==> src/rtl/rl_pair_gen_ctrl.sv <==
// Multi-channel home/neighbour pair address sequencer for the range-limited LJ filters.
// Channel c walks homes c, c+NUM_CHANNEL, ... and every neighbour of each, stalling on its own back-pressure.
module rl_pair_gen_ctrl #(
  parameter int NUM_CHANNEL             = 4,
  parameter int REF_RAM_ADDR_WIDTH      = 7,
  parameter int NEIGHBOR_RAM_ADDR_WIDTH = 7,
  parameter int CELL_ID_WIDTH           = 12,
  parameter int PARTICLE_ID_WIDTH       = 20,
  parameter int RD_LATENCY              = 1,
  parameter int DRAIN_CYCLES            = 31
) (
  input  logic                                         clk,
  input  logic                                         rst,
  input  logic                                         start,
  input  logic [REF_RAM_ADDR_WIDTH:0]                  home_num,
  input  logic [NEIGHBOR_RAM_ADDR_WIDTH:0]             nb_num,
  input  logic                                         same_cell,
  input  logic [CELL_ID_WIDTH-1:0]                     home_cell_id,
  input  logic [CELL_ID_WIDTH-1:0]                     nb_cell_id,
  input  logic [NUM_CHANNEL-1:0]                       back_pressure,
  output logic [NUM_CHANNEL*REF_RAM_ADDR_WIDTH-1:0]      home_rdaddr,
  output logic [NUM_CHANNEL*NEIGHBOR_RAM_ADDR_WIDTH-1:0] nb_rdaddr,
  output logic [NUM_CHANNEL-1:0]                       rden,
  output logic [NUM_CHANNEL-1:0]                       input_valid,
  output logic [NUM_CHANNEL*PARTICLE_ID_WIDTH-1:0]     ref_particle_id,
  output logic [NUM_CHANNEL*PARTICLE_ID_WIDTH-1:0]     neighbor_particle_id,
  output logic                                         busy,
  output logic                                         done,
  output logic [31:0]                                  pair_count
);
  localparam int RW          = REF_RAM_ADDR_WIDTH;
  localparam int NW          = NEIGHBOR_RAM_ADDR_WIDTH;
  localparam int HCW         = RW + 1;
  localparam int NCW         = NW + 1;
  localparam int PW          = PARTICLE_ID_WIDTH;
  localparam int AW          = PARTICLE_ID_WIDTH - CELL_ID_WIDTH;
  localparam int DRAIN_TOTAL = RD_LATENCY + DRAIN_CYCLES;
  localparam int DCW         = $clog2(DRAIN_TOTAL + 1);

  typedef enum logic [1:0] {S_IDLE, S_ISSUE, S_DRAIN, S_DONE} state_t;

  state_t                    r_state;
  logic [HCW-1:0]            r_home_num;
  logic [NCW-1:0]            r_nb_num;
  logic                      r_same_cell;
  logic [CELL_ID_WIDTH-1:0]  r_home_cell;
  logic [CELL_ID_WIDTH-1:0]  r_nb_cell;
  logic [HCW-1:0]            r_h [NUM_CHANNEL];
  logic [NCW-1:0]            r_n [NUM_CHANNEL];
  logic [NUM_CHANNEL*RW-1:0] r_home_addr;
  logic [NUM_CHANNEL*NW-1:0] r_nb_addr;
  logic [NUM_CHANNEL-1:0]    r_rden;
  logic [NUM_CHANNEL-1:0]    r_valid_pipe [RD_LATENCY];
  logic [NUM_CHANNEL*PW-1:0] r_ref_pipe   [RD_LATENCY];
  logic [NUM_CHANNEL*PW-1:0] r_nb_pipe    [RD_LATENCY];
  logic [DCW-1:0]            r_drain_cnt;
  logic                      r_busy;
  logic                      r_done;
  logic [31:0]               r_pair_count;

  logic [31:0]               w_h_eff [NUM_CHANNEL];
  logic [31:0]               w_n_eff [NUM_CHANNEL];
  logic [NUM_CHANNEL-1:0]    w_pend;
  logic [NUM_CHANNEL-1:0]    w_issue;
  logic [32:0]               w_sum;
  logic [NUM_CHANNEL*PW-1:0] w_ref_id;
  logic [NUM_CHANNEL*PW-1:0] w_nb_id;

  // NOTE: every variable gets a default before any branch so no latch is inferred.
  always_comb begin
    w_pend   = '0;
    w_issue  = '0;
    w_ref_id = '0;
    w_nb_id  = '0;
    w_sum    = {1'b0, r_pair_count};
    for (int c = 0; c < NUM_CHANNEL; c++) begin
      w_h_eff[c] = 32'(r_h[c]);
      w_n_eff[c] = 32'(r_n[c]);
      // One row skip suffices: if the next row is also empty, every later row is empty too.
      if (32'(r_n[c]) >= 32'(r_nb_num)) begin
        w_h_eff[c] = 32'(r_h[c]) + 32'(NUM_CHANNEL);
        w_n_eff[c] = r_same_cell ? 32'(r_h[c]) + 32'(NUM_CHANNEL) + 32'd1 : 32'd0;
      end
      w_pend[c]  = (w_h_eff[c] < 32'(r_home_num)) && (w_n_eff[c] < 32'(r_nb_num));
      w_issue[c] = (r_state == S_ISSUE) && w_pend[c] && !back_pressure[c];
      w_sum      = w_sum + 33'(r_rden[c]);
      // IDs carry the cell ID on top and the zero-extended address in the low field.
      if (r_rden[c]) begin
        w_ref_id[c*PW +: PW] = {r_home_cell, AW'(r_home_addr[c*RW +: RW])};
        w_nb_id[c*PW +: PW]  = {r_nb_cell, AW'(r_nb_addr[c*NW +: NW])};
      end
    end
  end

  // NOTE: sequential state is updated with non-blocking assignments only.
  always_ff @(posedge clk) begin
    if (!rst) begin
      r_state      <= S_IDLE;
      r_home_num   <= '0;
      r_nb_num     <= '0;
      r_same_cell  <= 1'b0;
      r_home_cell  <= '0;
      r_nb_cell    <= '0;
      r_home_addr  <= '0;
      r_nb_addr    <= '0;
      r_rden       <= '0;
      r_drain_cnt  <= '0;
      r_busy       <= 1'b0;
      r_done       <= 1'b0;
      r_pair_count <= '0;
      for (int c = 0; c < NUM_CHANNEL; c++) begin
        r_h[c] <= '0;
        r_n[c] <= '0;
      end
      // NOTE: the read-side pipelines are reset too, so a mid-run reset flushes stale valids and IDs.
      for (int s = 0; s < RD_LATENCY; s++) begin
        r_valid_pipe[s] <= '0;
        r_ref_pipe[s]   <= '0;
        r_nb_pipe[s]    <= '0;
      end
    end else begin
      r_done          <= 1'b0;
      r_rden          <= w_issue;
      r_pair_count    <= w_sum[32] ? '1 : w_sum[31:0];
      r_valid_pipe[0] <= r_rden;
      r_ref_pipe[0]   <= w_ref_id;
      r_nb_pipe[0]    <= w_nb_id;
      for (int s = 1; s < RD_LATENCY; s++) begin
        r_valid_pipe[s] <= r_valid_pipe[s-1];
        r_ref_pipe[s]   <= r_ref_pipe[s-1];
        r_nb_pipe[s]    <= r_nb_pipe[s-1];
      end
      for (int c = 0; c < NUM_CHANNEL; c++) begin
        if (w_issue[c]) begin
          r_home_addr[c*RW +: RW] <= RW'(w_h_eff[c]);
          r_nb_addr[c*NW +: NW]   <= NW'(w_n_eff[c]);
          r_h[c]                  <= HCW'(w_h_eff[c]);
          r_n[c]                  <= NCW'(w_n_eff[c] + 32'd1);
        end
      end
      case (r_state)
        S_IDLE: begin
          if (start) begin
            r_home_num   <= home_num;
            r_nb_num     <= nb_num;
            r_same_cell  <= same_cell;
            r_home_cell  <= home_cell_id;
            r_nb_cell    <= nb_cell_id;
            r_pair_count <= '0;
            r_busy       <= 1'b1;
            r_state      <= S_ISSUE;
            for (int c = 0; c < NUM_CHANNEL; c++) begin
              r_h[c] <= HCW'(c);
              r_n[c] <= same_cell ? NCW'(c + 1) : '0;
            end
          end
        end
        S_ISSUE: begin
          if (w_pend == '0) begin
            r_state     <= S_DRAIN;
            r_drain_cnt <= '0;
          end
        end
        S_DRAIN: begin
          if (r_drain_cnt == DCW'(DRAIN_TOTAL - 1)) begin
            r_state <= S_DONE;
            r_done  <= 1'b1;
          end else begin
            r_drain_cnt <= r_drain_cnt + DCW'(1);
          end
        end
        S_DONE: begin
          r_busy  <= 1'b0;
          r_state <= S_IDLE;
        end
        default: r_state <= S_IDLE;
      endcase
    end
  end

  assign home_rdaddr          = r_home_addr;
  assign nb_rdaddr            = r_nb_addr;
  assign rden                 = r_rden;
  assign input_valid          = r_valid_pipe[RD_LATENCY-1];
  assign ref_particle_id      = r_ref_pipe[RD_LATENCY-1];
  assign neighbor_particle_id = r_nb_pipe[RD_LATENCY-1];
  assign busy                 = r_busy;
  assign done                 = r_done;
  assign pair_count           = r_pair_count;
endmodule

==> config.mk <==
export PLATFORM = sky130hd
export DESIGN_NAME = rl_pair_gen_ctrl
export DESIGN_NICKNAME = d
export VERILOG_FILES = /design/src/rtl/rl_pair_gen_ctrl.sv
export SDC_FILE = /design/constraint.sdc
export NUM_CORES = 1
export LEC_CHECK = 0
export BUFFER_PORTS_ARGS = -buffer_cell sky130_fd_sc_hd__buf_2
export CORE_MARGIN = 2
export CORE_UTILIZATION = 35
export CTS_CLUSTER_DIAMETER = 60
export DETAILED_ROUTE_END_ITERATION = 16
export PLACE_DENSITY_LB_ADDON = 0.08
export SKIP_LAST_GASP = 1
export SYNTH_ARGS = -nofsm -noshare
export SYNTH_HDL_FRONTEND = slang
export SYNTH_SLANG_ARGS = --single-unit
==> constraint.sdc <==
create_clock -name clk -period 6.4 [get_ports clk]
set_input_delay 0.32 -clock clk [delete_from_list [all_inputs] [get_ports clk]]
set_output_delay 0.32 -clock clk [all_outputs]
set_load 0.05 [all_outputs]
==> flow_summary_export.csv <==
group,metric,value,unit
yosys,netlist_area,15600,um2
drt,viasPerCell,5.00,
cts,cts-buffers-inserted,44,
cts,htree_levels,2,
place,dp_hpwl,35.3,mm
global_routing,gr-usage-all-layers,21.5,%
global_routing,antenna_found_initial,2,
drt,drt_wl_total,50.7,mm
yosys,ys_warn_count,0,
yosys,synth_edf_count,32,
yosys,synth_cell_type_count,70,
yosys,yosysSeqAreaShare,46.8,%
drt,ant_nets,0,
sta,fmax,191,MHz
die,die_h,215,um
layout,area_delta_synth_final,24.0,%
worst_setup_path,worstPathArrival,5550,ps
place,io_buffers,289,
die,die_x,215,um
yosys,synth_area_leaders,"dfxtp_1, ha_1, and3_1, edfxtp_1, nand2_1",
worst_setup_path,cp.required,6700,ps
min_path,hp-class,"input pin to flop",
yosys,synth_compound_area_share,11.4,%
global_routing,grt_max_degree,125,
layout,stdcell_area,19300,um2
cts,clock_latency,580,ps
sta,tns,0,ps
sta,drv_slew,0,
yosys,synthArstFlopShare,0,%
die,io_pins,306,
layout,nets,2124,
job,maxCapViolations,0,
die,coreArea,44000,um2
sta,worst_slew_pin_slew,1090,ps
cts,cts_tree,"yes",
cts,clock_path_buffers,3,
worst_setup_path,crit_type,"flop to flop",
sta,slew_headroom,27.2,%
die,die_area,46200,um2
yosys,yosys.area.top_type,"dfxtp_1",
sta,hold_viol,0,
worst_setup_path,worstPathMaxFanout,24,
yosys,synth_seq_cells,348,
global_routing,grt_pass1_vias,12728,
cts,ctsResizeCount,0,
drt,wl_per_cell,19.5,um
yosys,synthMuxAreaShare,2.29,%
yosys,synth-simple-area-share,20.8,%
worst_setup_path,worst_setup_path_end_kind,"flop",
power_and_ir_drop,powerDensity,375,nW/um2
worst_setup_path,start_kind,"flop",
cts,clk_pin_slew,60,ps
yosys,synth_top_area_share,40.7,%
yosys,netlist_instances,1674,
drt,drc,0,
cts,clkSinkCount,348,
sta,finalClockSkew,15.9,ps
status,run_status,"complete, no violations",
yosys,synth_flop_cell,"dfxtp_1",
drt,dr.pass1.iters,5,
yosys,synth_top_family_by_area,"simple AND/OR/NAND/NOR gates",
yosys,synthAdderAreaFrac,8.67,%
global_routing,grt_overflow_total,0,
place,place_area,17500,um2
sta,setup_viol,0,
place,gp_routability_congestion,0.908,
global_routing,grt_pass1_wl,77.3,mm
sta,finalCritPeriodShare,82.0,%
drt,first_iter_violations,843,
yosys,synthXorXnorAreaFrac,5.12,%
cts,cts-root-buf,"clkbuf_16",
drt,vias,12979,
power_and_ir_drop,irDropWorstVdd,165,uV
sta,rsz0062_at_grt,"false",
die,rows,77,
power_and_ir_drop,leakagePower,9.06,nW
yosys,avgSynthCellArea,9.30,um2
die,initial_core_util,35.3,%
layout,drive_gt1_share,20.6,%
sta,fin_crit,5250,ps
critical path, stage by stage, from the launching register on:
cell and delay, ps:
dfxtp_1 580, ha_1 300, nand2b_1 130, a2111oi_0 520
o31ai_2 120, buf_4 220, o21ai_0 690, ha_1 390
nand4_1 80, nor2_1 60, a2111oi_0 530, o2111a_1 280
buf_4 270, nand2_1 330, and3_1 310, o21bai_1 150
what timing repair did:
action / in CTS / in global routing
endpoints found under the hold margin: 33 / 0
buffers inserted: 0 / 0
hold buffers: 33 / 0
setup endpoints to repair: 0 / 0
cell families (layout without fill, tap and decap cells):
family	count (synthesis)	after routing
other	1	17
flip-flops	348	348
XOR/XNOR	91	91
multiplexers	35	35
AND/OR/NAND/NOR	644	644
AO/OA/AOI/OAI	274	274
buffers and inverters	175	491
adder cells (fa/ha/maj)	106	106
Yosys cell counts (30+ instances only):
| master | number |
|---|---|
| a21oi_1 | 133 |
| and3_1 | 171 |
| clkbuf_1 | 74 |
| dfxtp_1 | 316 |
| edfxtp_1 | 32 |
| ha_1 | 103 |
| inv_1 | 60 |
| mux2i_1 | 30 |
| nand2_1 | 190 |
| nand3_1 | 40 |
| nor2_1 | 123 |
| xnor2_1 | 58 |
| xor2_1 | 33 |
through the flow:
stage | worst slack (ps) | cells | util [%] | power, W | hold WS [ps]
4_1_cts | 1140 | 2597 | 43.8 | 0.00730 | 4.34
3_5_place_dp | 1190 | 2483 | 39.8 | 0.00482 | 448
5_1_grt | 726 | 2598 | 43.8 | 0.00764 | 41.3
6_report | 1150 | 2598 | 43.8 | 0.00723 | 22.5
3_3_place_gp | 1340 | 2483 | 39.8 | 0.00479 | 444
2_1_floorplan | 1460 | 1689 | - | 0.00411 | 436
report_power, final:
part           switching (W)  leakage [nW]  internal (W)
Combinational        0.00151          5.44      0.000716
Sequential          0.000180          2.90       0.00239
Clock                0.00104         0.717       0.00141
Total                0.00272          9.06       0.00451
final cells by class:
class	instances	area, um2
Timing Repair Buffer	349	1980
Inverter	61	230
Clock inverter	26	196
Multi-Input combinational cell	1166	7610
Sequential cell	348	7290
Clock buffer	55	1240
Antenna cell	1	2.50
Fill cell	4401	24700
Tap cell	592	741
state kept, by name, indices dropped and copies added, names as in the netlist, 2 cells and up:
signal	cells
r_nb_pipe	76
r_home_cell	12
r_n	32
r_nb_num	8
home_rdaddr	23
r_drain_cnt	6
r_state	2
r_ref_pipe	71
r_valid_pipe	4
rden	4
r_home_num	8
r_h	27
pair_count	32
nb_rdaddr	28
r_nb_cell	12
cells in the final DEF (no fill, tap or decap), types with 7 or more instances in the layout:
cell type,synthesis,layout
a211oi_1,19,19
dfxtp_1,316,316
nor4_1,8,8
inv_1,60,60
nand4_1,19,19
clkinv_2,0,8
nand2b_1,18,18
clkbuf_16,0,46
edfxtp_1,32,32
ha_1,103,103
nor2b_1,7,7
nand3_1,40,40
o21a_1,8,8
nand2_1,190,189
xnor2_1,58,58
dlygate4sd3_1,0,33
buf_2,16,288
buf_4,20,28
and2_1,11,10
o211ai_1,17,17
nor2_1,123,123
conb_1,1,16
o31ai_1,11,10
a21o_1,11,11
o21ai_0,26,24
and3_1,171,171
nor3_1,21,21
a21oi_1,133,133
xor2_1,33,33
mux2i_1,30,30
worst paths after layout:
kind,startpoint,end,slack (ps),cells past startpoint
min reg2reg,r_nb_num[7],r_nb_num[7],450,2
max,r_nb_num[0],r_n[2][0],1150,15
max reg2reg,r_nb_num[0],r_n[2][0],1150,15
min,nb_num[7],r_nb_num[7],20,3
routing by layer:
metal  global-route usage [%]  part of all wire [%]  wire, um  up-vias
met5                        0                     0         0        -
met4                     7.62                   2.8      1410        0
met3                     3.18                   4.7      2360       72
met2                     35.4                    47     23800      353
met1                     28.7                    46     23100     6148
li1                         -                     -         -     6406
Power figures use the tool's default switching activity.
